## config.mk

```make
export PLATFORM = sky130hd
export DESIGN_NAME = bit_stream_gen
export DESIGN_NICKNAME = d
export VERILOG_FILES = /design/src/rtl/bit_stream_gen.sv
export SDC_FILE = /design/constraint.sdc
export NUM_CORES = 1
export LEC_CHECK = 0
export BUFFER_PORTS_ARGS = -buffer_cell sky130_fd_sc_hd__buf_2
export CAP_MARGIN = 5
export CORE_MARGIN = 4
export CORE_UTILIZATION = 60
export CTS_CLUSTER_DIAMETER = 40
export CTS_CLUSTER_SIZE = 20
export DETAILED_ROUTE_END_ITERATION = 10
export PLACE_DENSITY_LB_ADDON = 0.05
export SLEW_MARGIN = 20
export SYNTH_ARGS = -nofsm -noshare
export SYNTH_HDL_FRONTEND = slang
export SYNTH_SLANG_ARGS = --single-unit
```

## constraint.sdc

```tcl
create_clock -name clk_300M -period 10.9 [get_ports clk_300M]
set_input_delay 1.09 -clock clk_300M [delete_from_list [all_inputs] [get_ports clk_300M]]
set_output_delay 1.09 -clock clk_300M [all_outputs]
set_load 0.005 [all_outputs]
```

## src/rtl/bit_stream_gen.sv

```systemverilog
// Programmable-rate NRZ serial transmitter: word-mode (one-word holding buffer
// feeding a shift register, MSB first) or PRBS7 mode, with reference bit clock.
module bit_stream_gen #(
    parameter int         CLK_LEN   = 16,
    parameter int         WORD_LEN  = 8,
    parameter logic [6:0] PRBS_SEED = 7'h7F
) (
    input  logic                clk_300M,
    input  logic                rst_n,
    input  logic                enable,
    input  logic                mode,
    input  logic [CLK_LEN-1:0]  bit_period,
    input  logic [WORD_LEN-1:0] data_in,
    input  logic                data_valid,
    output logic                data_ready,
    output logic                signal_out,
    output logic                bit_strobe,
    output logic                clk_ref,
    output logic                underrun
);
    localparam logic [6:0] SEED = (PRBS_SEED == 7'd0) ? 7'h7F : PRBS_SEED;
    localparam int BW = (WORD_LEN > 1) ? $clog2(WORD_LEN) : 1;

    typedef enum logic {IDLE, SHIFT} state_t;

    state_t              state;
    logic [CLK_LEN-1:0]  pc, per, per_nxt, pc_inc;
    logic [WORD_LEN-1:0] hold, sh, sh_nxt;
    logic                hold_full, mode_r;
    logic [BW-1:0]       bidx;
    logic [6:0]          lfsr, lfsr_nxt;
    logic                take, consume, go, bit_end, last_bit;

    assign data_ready = !hold_full;
    assign per_nxt    = (bit_period < CLK_LEN'(2)) ? CLK_LEN'(2) : bit_period;

    always_comb begin
        pc_inc   = pc + 1'b1;
        sh_nxt   = sh << 1;
        lfsr_nxt = {lfsr[5:0], lfsr[6] ^ lfsr[5]};
        bit_end  = (state == SHIFT) && (pc == per - 1'b1);
        last_bit = (bidx == BW'(WORD_LEN - 1));
        go       = (state == IDLE) && enable && (mode || hold_full);
        take     = data_valid && !hold_full;
        // Buffer empties on word-mode start from IDLE or on a back-to-back reload.
        consume  = (go && !mode) ||
                   (bit_end && enable && !mode_r && last_bit && hold_full);
    end

    always_ff @(posedge clk_300M or negedge rst_n) begin
        if (!rst_n) begin
            state      <= IDLE;
            pc         <= '0;
            per        <= CLK_LEN'(2);
            hold       <= '0;
            sh         <= '0;
            hold_full  <= 1'b0;
            mode_r     <= 1'b0;
            bidx       <= '0;
            lfsr       <= SEED;
            signal_out <= 1'b0;
            bit_strobe <= 1'b0;
            clk_ref    <= 1'b0;
            underrun   <= 1'b0;
        end else begin
            bit_strobe <= 1'b0;
            underrun   <= 1'b0;
            if (take) hold <= data_in;
            hold_full <= take || (hold_full && !consume);
            case (state)
                IDLE: begin
                    signal_out <= 1'b0;
                    clk_ref    <= 1'b0;
                    pc         <= '0;
                    if (go) begin
                        state      <= SHIFT;
                        mode_r     <= mode;
                        per        <= per_nxt;
                        bit_strobe <= 1'b1;
                        bidx       <= '0;
                        if (mode) begin
                            signal_out <= lfsr[6];
                        end else begin
                            sh         <= hold;
                            signal_out <= hold[WORD_LEN-1];
                        end
                    end
                end
                SHIFT: begin
                    if (!bit_end) begin
                        pc      <= pc_inc;
                        clk_ref <= (pc_inc >= (per >> 1));
                    end else begin
                        pc      <= '0;
                        clk_ref <= 1'b0;
                        // LFSR advances past the finished bit even when stopping,
                        // so a later re-enable resumes the sequence.
                        if (mode_r) lfsr <= lfsr_nxt;
                        if (!enable) begin
                            state      <= IDLE;
                            signal_out <= 1'b0;
                        end else if (mode_r) begin
                            signal_out <= lfsr_nxt[6];
                            bit_strobe <= 1'b1;
                            per        <= per_nxt;
                        end else if (!last_bit) begin
                            sh         <= sh_nxt;
                            signal_out <= sh_nxt[WORD_LEN-1];
                            bidx       <= bidx + 1'b1;
                            bit_strobe <= 1'b1;
                            per        <= per_nxt;
                        end else if (hold_full) begin
                            sh         <= hold;
                            signal_out <= hold[WORD_LEN-1];
                            bidx       <= '0;
                            bit_strobe <= 1'b1;
                            per        <= per_nxt;
                        end else begin
                            state      <= IDLE;
                            signal_out <= 1'b0;
                            underrun   <= 1'b1;
                        end
                    end
                end
                default: state <= IDLE;
            endcase
        end
    end
endmodule

```

==> Yosys cells after proc, flatten, opt, wreduce, memory -nomap -nowiden <==
Index checks and enable logic that the tools add are counted.
{ "totals": {"reg_bits": 64, "output_inout_bits": 5} }
{ "op_classes": {"addsub": 3, "n_lt_le_gt_ge": 2, "eq_ne": 9, "mux": 50, "bitwise_logic": 2, "n_reduce_logical": 22} }
{ "ops": {"columns": ["operator", "n"], "rows": [
  ["$mux W16", 8],
  ["$pmux W16 S2", 2],
  ["$mux W7", 7],
  ["$mux W1", 21],
  ["$mux W3", 6],
  ["$add A16 B1 Y16 const B", 1],
  ["$eq A16 B16 Y1", 1],
  ["$ge A16 B15 Y1", 1],
  ["$lt A16 B2 Y1 const B", 1],
  ["$sub A16 B1 Y16 const B", 1],
  ["$pmux W7 S2", 1],
  ["$logic_and A1 B1 Y1", 10],
  ["$ne A2 B2 Y1 const B", 4],
  ["$pmux W1 S2", 4],
  ["$pmux W3 S2", 1],
  ["$reduce_and A6 Y1", 1],
  ["$reduce_and A5 Y1", 1],
  ["$logic_not A1 Y1", 4],
  ["$ne A4 B4 Y1 const B", 1],
  ["$reduce_and A4 Y1", 1],
  ["$add A3 B1 Y3 const B", 1],
  ["$eq A3 B3 Y1 const B", 1],
  ["$logic_or A1 B1 Y1", 3],
  ["$ne A3 B3 Y1 const B", 1],
  ["5 further kinds", 5]
]} }

==> Logic depth before layout (Yosys ltp) <==
Gate-level depths: netlist of run 1.
{ "depth": {"word_depth": 11, "depth_mapped": 13, "ltp_nobuf": 11} }

==> Least setup slack after synthesis of run 1 <==
No wires, ideal clock.
{ "synth_path": {"path_type": "reg-to-reg", "start": "register per[0]", "end": "register per[10]", "setup_time_ns": 0.125, "arrival_ns": 3.444, "required_time_ns": 10.775, "slack_ns": 7.330, "stages_incl_launch_ff": 13, "synth_period_minus_slack_ns": 3.570, "cell_sequence": "dfrtp_1 -> buf_6 -> inv_1 -> ha_1 -> nor4b_1 -> nand4_1 -> a211oi_1 -> o2111ai_1 -> or4_1 -> buf_2 -> o31ai_4 -> buf_8 -> mux2_4"} }
{ "synth_between": {"elab_chain_len": 5} }
{ "synth_rtl": {"columns": ["item", "line_no", "rtl"], "rows": [
  ["start: declaration", "27", "logic [CLK_LEN-1:0] pc, per, per_nxt, pc_inc;"],
  ["start signal: assignment", "78", "per <= per_nxt;"],
  ["start signal: assignment", "105", "per <= per_nxt;"],
  ["start signal: assignment", "111", "per <= per_nxt;"],
  ["$sub A16 B1 Y16", "41", "bit_end = (state == SHIFT) && (pc == per - 1'b1);"],
  ["$eq A16 B16 Y1", "41", null],
  ["$logic_and A1 B1 Y1", "41", null],
  ["$ne A2 B1 Y1 (no line)", null, null],
  ["$reduce_and A4 Y1 (no line)", null, null]
]} }
Every way passes these cells.
A chain may end at the register's enable or synchronous reset.

==> Worst setup path after layout of run 1 <==
{ "layout_path": {"start": "register per[0]", "end": "register per[15]"} }
The elaborated chain is that of the path after synthesis.

==> results of run 1 <==
## routing by layer
layer	share of wire, %	vias to the layer above	track usage (%)
li1	-	1306	-
met1	46	1322	32.02
met3	5.2	11	5.228
met2	47	65	37.27
met4	1.4	0	6.516
met5	0	-	0
## metrics by stage
stage | hold WS (ps) | instances
3_3_place_gp | 476.6 | 443
2_1_floorplan | 457.5 | 344
3_5_place_dp | 487.6 | 443
5_1_grt | 517.9 | 459
4_1_cts | 507.9 | 459
6_report | 507.9 | 459
## cell usage in the layout (no fill, tap or decap), types with 2 or more instances in the layout
| cell type | instances |
|---|---|
| a21o_1 | 2 |
| mux2i_1 | 6 |
| nand2_1 | 20 |
| nor2_1 | 12 |
| nor3_1 | 10 |
| clkbuf_8 | 11 |
| xor2_1 | 10 |
| ha_1 | 19 |
| nand3_1 | 11 |
| or3_1 | 4 |
| a31oi_1 | 2 |
| dfrtp_1 | 56 |
| o2111ai_1 | 2 |
| mux2_2 | 32 |
| clkbuf_1 | 2 |
| or2_2 | 2 |
| mux2_4 | 7 |
| mux2_1 | 2 |
| nor2b_1 | 5 |
| inv_1 | 25 |
| buf_2 | 33 |
| a211oi_1 | 2 |
| dfstp_2 | 8 |
| and3_1 | 15 |
| o311ai_0 | 2 |
| xnor2_1 | 28 |
| nand4_1 | 10 |
| o21ai_0 | 6 |
| nor4_1 | 8 |
| a21oi_1 | 6 |
| a31o_2 | 2 |
## flip-flops by register name, summed over array words and instances (netlist names)
name        count
bidx            3
bit_strobe      1
clk_ref         1
hold            8
hold_full       1
lfsr            7
mode_r          1
pc             16
per            16
sh              7
signal_out      1
state           1
underrun        1
## report_power, final
group	switching [uW]	leakage, uW	total [uW]	internal, uW
clock network	89.2	0.0000996	207	118
registers	94.7	0.000791	407	312
logic	170	0.00104	350	180
## worst paths after layout
| path | end | start | slack [ps] |
|---|---|---|---|
| worst min-delay path | bidx[0] | bidx[0] | 510 |
| worst min register to register | bidx[0] | bidx[0] | 510 |
| max in group asynchronous | state | rst_n | 9470 |
| worst max-delay path | per[15] | per[0] | 6210 |
| worst max register to register | per[15] | per[0] | 6210 |
| min in group asynchronous | sh[0] | rst_n | 920 |
## layout make-up
type,instances,area [um2],area share [%]
multi-input cells,245,1966,47.49
well taps,75,93.84,2.267
repair buffers,34,172.7,4.172
inverters,25,93.84,2.267
flip-flops and latches,64,1612,38.94
clock inverters,3,42.54,1.028
clock buffers,13,158.9,3.839
## cell families after synthesis
| family | Yosys count |
|---|---|
| AND/OR/NAND/NOR | 106 |
| flip-flops | 64 |
| adder cells (fa/ha/maj) | 19 |
| AO/OA/AOI/OAI | 35 |
| multiplexers | 47 |
| buffers and inverters | 35 |
| XOR/XNOR | 38 |
==> metrics.md, run 1 <==
| Metric | Value |
|---|---|
| Status | complete, no violations |
| Fraction of layout cells with a size suffix above 1 | 27.34% |
| Via density | 5.891 |
| Period Utilization, post-route | 43.06% |
| Wire length per cell | 16.77 um |
| CTS root buffer | clkbuf_8 |
| Delay-heaviest family, CP | simple AND/OR/NAND/NOR gates |
| Simple-gate share of the synthesized area | 15.36% |
| Fin Setup TNS | 0 ps |
| Drt drc | 0 |
| CP Cell Sequence | inv_1 > ha_1 > nor4b_1 > nand4_1 > a211oi_1 > o2111ai_1 > or4_1 > o31ai_4 > mux2_2 |
| XOR/XNOR share of the synthesized area | 8.938% |
| Largest family of logic cells by synthesized area | simple AND/OR/NAND/NOR gates |
| Synth Area per Inst | 10.82 um2 |
| I/O pin count | 34 |
| Adder-Cell Fraction of Synth Area | 6.384% |
| Fillers | 453 |
| Fin util | 69.50% |
| Top cells by count, synth | dfrtp_1 (56), mux2_2 (32), xnor2_1 (28) |
| Post-synth EDFFs | 0 |
| Detailed-router iteration count before antenna repair | 4 |
| Hold path cells | 1 |
| Clk buf depth | 2 |
| Final nets | 427 |
| CTS Hold Buffers Added | 0 |
| Synth Instances | 344 |
| Ys async rst share | 100.0% |
| Setup Buffers After CTS | 0 |
| Leading area contributor after synthesis | dfrtp_1 |
| Max-slew violations | 0 |
| Synth cell types | 51 |
| Die width | 86.78 um |
| Setup Crit Path Kind | reg2reg |
| Area share of the largest cell type after synthesis | 37.63% |
| Detailed Route WL | 7697 um |
| Post-layout worst setup margin | 6207 ps |
| Critical Path End Type | register |
| Post-DRT Antenna Nets | 0 |
| WP data arrival | 4920 ps |
| FP Rows | 28 |
| IR drop worst, VDD | 0.1814 mV |
| Pre-CTS WS | 6255 ps |
| Mux share of post-synthesis cell area | 14.72% |
| Syn-to-layout area delta | 11.16% |
| Setup violations, final | 0 |
| Leakage power | 0.001926 uW |
| Worst path depth | 9 |
| CTS tree | yes |
| Post-DP Area | 3931 um2 |
| Post-synthesis sequential area ratio | 43.28% |
| FF+latch count, synth | 64 |
| PortBufs | 33 |
| CP startpoint kind | register |
| Complex-gate fraction of the synthesized area | 7.224% |
| Worst r2r path cells | 9 |
| Crit path buffers/inverters | 1 |
| Final hold violations | 0 |
| First-pass GRT wire length | 13670 um |
| Clock Sink Count | 64 |
| Initial Utilization | 62.52% |
| Critical path's slowest cell | o31ai_4 |
| Initial antenna violation count | 0 |
| Slew at the pin closest to its max-slew limit | 1049 ps |
| Crit path largest cell delay | 1010 ps |
| Post-synthesis cell area | 3724 um2 |
| Gpl congestion | 0.9445 |
| Tot Pwr | 963.6 uW |
| # resized after CTS | 0 |
| H-tree depth | 3 |
| Maxcap violations | 0 |
| Top FF cell, synth | dfrtp_1 |
| Worst EP required | 11130 ps |
| HP Class | reg2reg |
| Top post-synthesis cells by area | dfrtp_1 (38%), mux2_2 (9.7%), xnor2_1 (6.6%) |
| Total Die Area | 7530 um2 |
| RSZ-0062 raised after global routing | false |
| Clock insertion delay at the later pin of the skew report | 340 ps |
| Total gr overflow | 0 |
| Clock Skew | 13.42 ps |
| Achievable Freq | 213.1 MHz |
| Synth Net Count | 392 |
| Hpwl dp | 5661 um |
| Slew margin rel. | 29.06% |
| DR iter-0 viols | 110 |
| Pin count of the biggest net entering global routing | 65 |
| Via count | 2704 |
| Clock slew at reported path FFs | 70 ps |
| GRT Total Usage | 23.32% |
| Vias in the first global route | 2783 |
| Yosys warnings | 0 |
| Most common cell in the netlist | dfrtp_1 |
| Diodes inserted | 0 |
| Die height | 86.78 um |
| Pwr dens | 232.8 nW/um2 |
| Post-route cell area | 4139 um2 |
| Tmin final | 4693 ps |
| Highest fanout seen on the critical path | 23 |
| Core ar. | 5956 um2 |
| CTS Buf Count | 9 |
No activity file was read; power rests on OpenSTA's default activity.
==> inputs of run 2 (changes only) <==
Settings changed: CORE_UTILIZATION 60 to 54.
Clock period 10.9 ns to 4.13 ns, I/O delays scaled along.
==> run 2 against run 1 <==
Fmax up 28%. Critical path type unchanged. First-iteration DRC count down 24%. Die area up 10%. Critical endpoint is now lfsr[0]. Clock skew down 0.62 ps. Sequential power rose to 2.6 times the previous value. Via count down 0.63%. Worst hold slack worse by 420 ps. Setup slack worse by 5700 ps. Clock power up 140%. Combinational power rose to 2.6 times the previous value.
==> metrics.md, run 2 (same netlist as run 1, synthesis figures left out) <==
| Metric | Value |
|---|---|
| Clock Sink Count | 64 (unchanged) |
| Setup Crit Path Kind | reg2reg |
| Worst EP required | 4400 ps (-6730 ps) |
| Clock insertion delay at the later pin of the skew report | 340 ps (about the same) |
| Initial antenna violation count | 0 (unchanged) |
| Die height | 91.04 um (+4.9%) |
| CTS tree | yes |
| Fraction of layout cells with a size suffix above 1 | 28.61% (+1.3 points) |
| Diodes inserted | 0 (unchanged) |
| CTS Hold Buffers Added | 0 (unchanged) |
| Maxcap violations | 0 (unchanged) |
| Tmin final | 3669 ps (-1025 ps) |
| I/O pin count | 34 (unchanged) |
| Detailed-router iteration count before antenna repair | 4 (unchanged) |
| Critical Path End Type | register |
| Setup Buffers After CTS | 0 (unchanged) |
| Via density | 5.741 (-2.5%) |
| Total gr overflow | 0 (unchanged) |
| Max-slew violations | 0 (unchanged) |
| Detailed Route WL | 7396 um (-3.9%) |
| Core ar. | 6756 um2 (+13%) |
| IR drop worst, VDD | 0.2855 mV (+57%) |
| Highest fanout seen on the critical path | 18 (-22%) |
| Leakage power | 0.001942 uW (+0.85%) |
| Achievable Freq | 272.6 MHz (+28%) |
| PortBufs | 33 (unchanged) |
| Fin Setup TNS | 0 ps (unchanged) |
| Pwr dens | 598.0 nW/um2 (+160%) |
| Critical path's slowest cell | or4_1 |
| Final hold violations | 0 (unchanged) |
| Status | complete, no violations |
| CTS Buf Count | 9 (unchanged) |
| Crit path buffers/inverters | 1 (unchanged) |
| Fin util | 61.80% (-7.7 points) |
| Clock slew at reported path FFs | 80 ps (about the same) |
| Vias in the first global route | 2656 (-4.6%) |
| Setup violations, final | 0 (unchanged) |
| DR iter-0 viols | 84 (-24%) |
| WP data arrival | 3940 ps (-980 ps) |
| Crit path largest cell delay | 690 ps (-320 ps) |
| GRT Total Usage | 19.27% (-4.1 points) |
| Largest regs | pc x16, per x16, hold x8 |
| Worst hold slack | 84.53 ps (-423.3 ps) |
| Clock Skew | 12.80 ps (-0.6173 ps) |
| Period Utilization, post-route | 88.83% (+46 points) |
| Most frequent cells in the layout | dfrtp_1 (56), buf_2 (33), mux2_2 (32) |
| Drt drc | 0 (unchanged) |
| RSZ-0062 raised after global routing | false |
| Hpwl dp | 5517 um (-2.6%) |
| Syn-to-layout area delta | 12.13% |
| Tot Pwr | 2497 uW (+160%) |
| Delay-heaviest family, CP | simple AND/OR/NAND/NOR gates |
| # resized after CTS | 0 (unchanged) |
| First-pass GRT wire length | 12720 um (-6.9%) |
| Pin count of the biggest net entering global routing | 37 (-43%) |
| Final nets | 431 (+0.94%) |
| HP Class | in2async |
| Total Die Area | 8288 um2 (+10%) |
| Commonest non-fill, non-tap cell in the layout | dfrtp_1 |
| Slew at the pin closest to its max-slew limit | 791.1 ps (-258.2 ps) |
| Gpl congestion | 0.8533 (-9.7%) |
| H-tree depth | 3 (unchanged) |
| CTS root buffer | clkbuf_8 |
| Post-DRT Antenna Nets | 0 (unchanged) |
| Via count | 2687 (-0.63%) |
| Clk buf depth | 2 (unchanged) |
| Slew margin rel. | 47.15% (+18 points) |
| Wire length per cell | 15.80 um (-5.8%) |
| CP startpoint kind | register |
| Die width | 91.04 um (+4.9%) |
| Initial Utilization | 55.11% (-7.4 points) |
| FP Rows | 30 (+7.1%) |
| CP Cell Sequence | or4_4 > or3_1 > a2111oi_2 > o2111ai_1 > or4_1 > buf_4 > nor2_2 > mux2_2 |
## run 2: cell count changes in the layout (fill, tap and decap cells not counted), sizes merged
cell | previous run | this run
buf | 34 | 38
clkbuf | 13 | 10
inv | 25 | 28
bufinv | 1 | 0
clkinv | 1 | 2
## run 2: layer usage
layer,vias up,GRT usage (%),part of all wire (%)
met1,1271,24.81,46
met3,12,5.800,6.0
met4,0,6.658,1.7
li1,1319,-,-
met5,-,0,0
met2,85,30.84,46
## run 2: where the power goes
part           leakage, uW  switching (uW)  internal, uW
registers         0.000791             245           823
clock network    0.0000939             265           242
logic              0.00106             438           483
## run 2: final timing paths
kind	slack (ps)	cells after the start	endpoint	from
setup / recovery	460	8	lfsr[0]	per[0]
hold / removal	80	1	per[0]	rst_n
setup reg to reg	460	8	lfsr[0]	per[0]
hold reg to reg	500	1	sh[2]	sh[2]
max in group asynchronous	3160	2	pc[9]	rst_n
min in group clk_300M	300	2	hold[0]	data_in[0]
## run 2: through the flow
stage / std cells / setup WS, ps / cell area (um2)
after floorplan: 344 / 560.5 / 3724
after global placement: 452 / 287.6 / 3980
after detailed placement: 452 / 125.1 / 3980
after CTS: 468 / 113.3 / 4169
after global routing: 468 / 178.9 / 4175
final: 468 / 461.3 / 4175
## run 2: final cells by class
type	count	area, um2
Fill cell	550	2581
Multi-Input combinational cell	245	1966
Sequential cell	64	1612
Timing Repair Buffer	38	215.2
Clock buffer	10	137.6
Tap cell	80	100.1
Inverter	25	93.84
Clock inverter	6	51.30
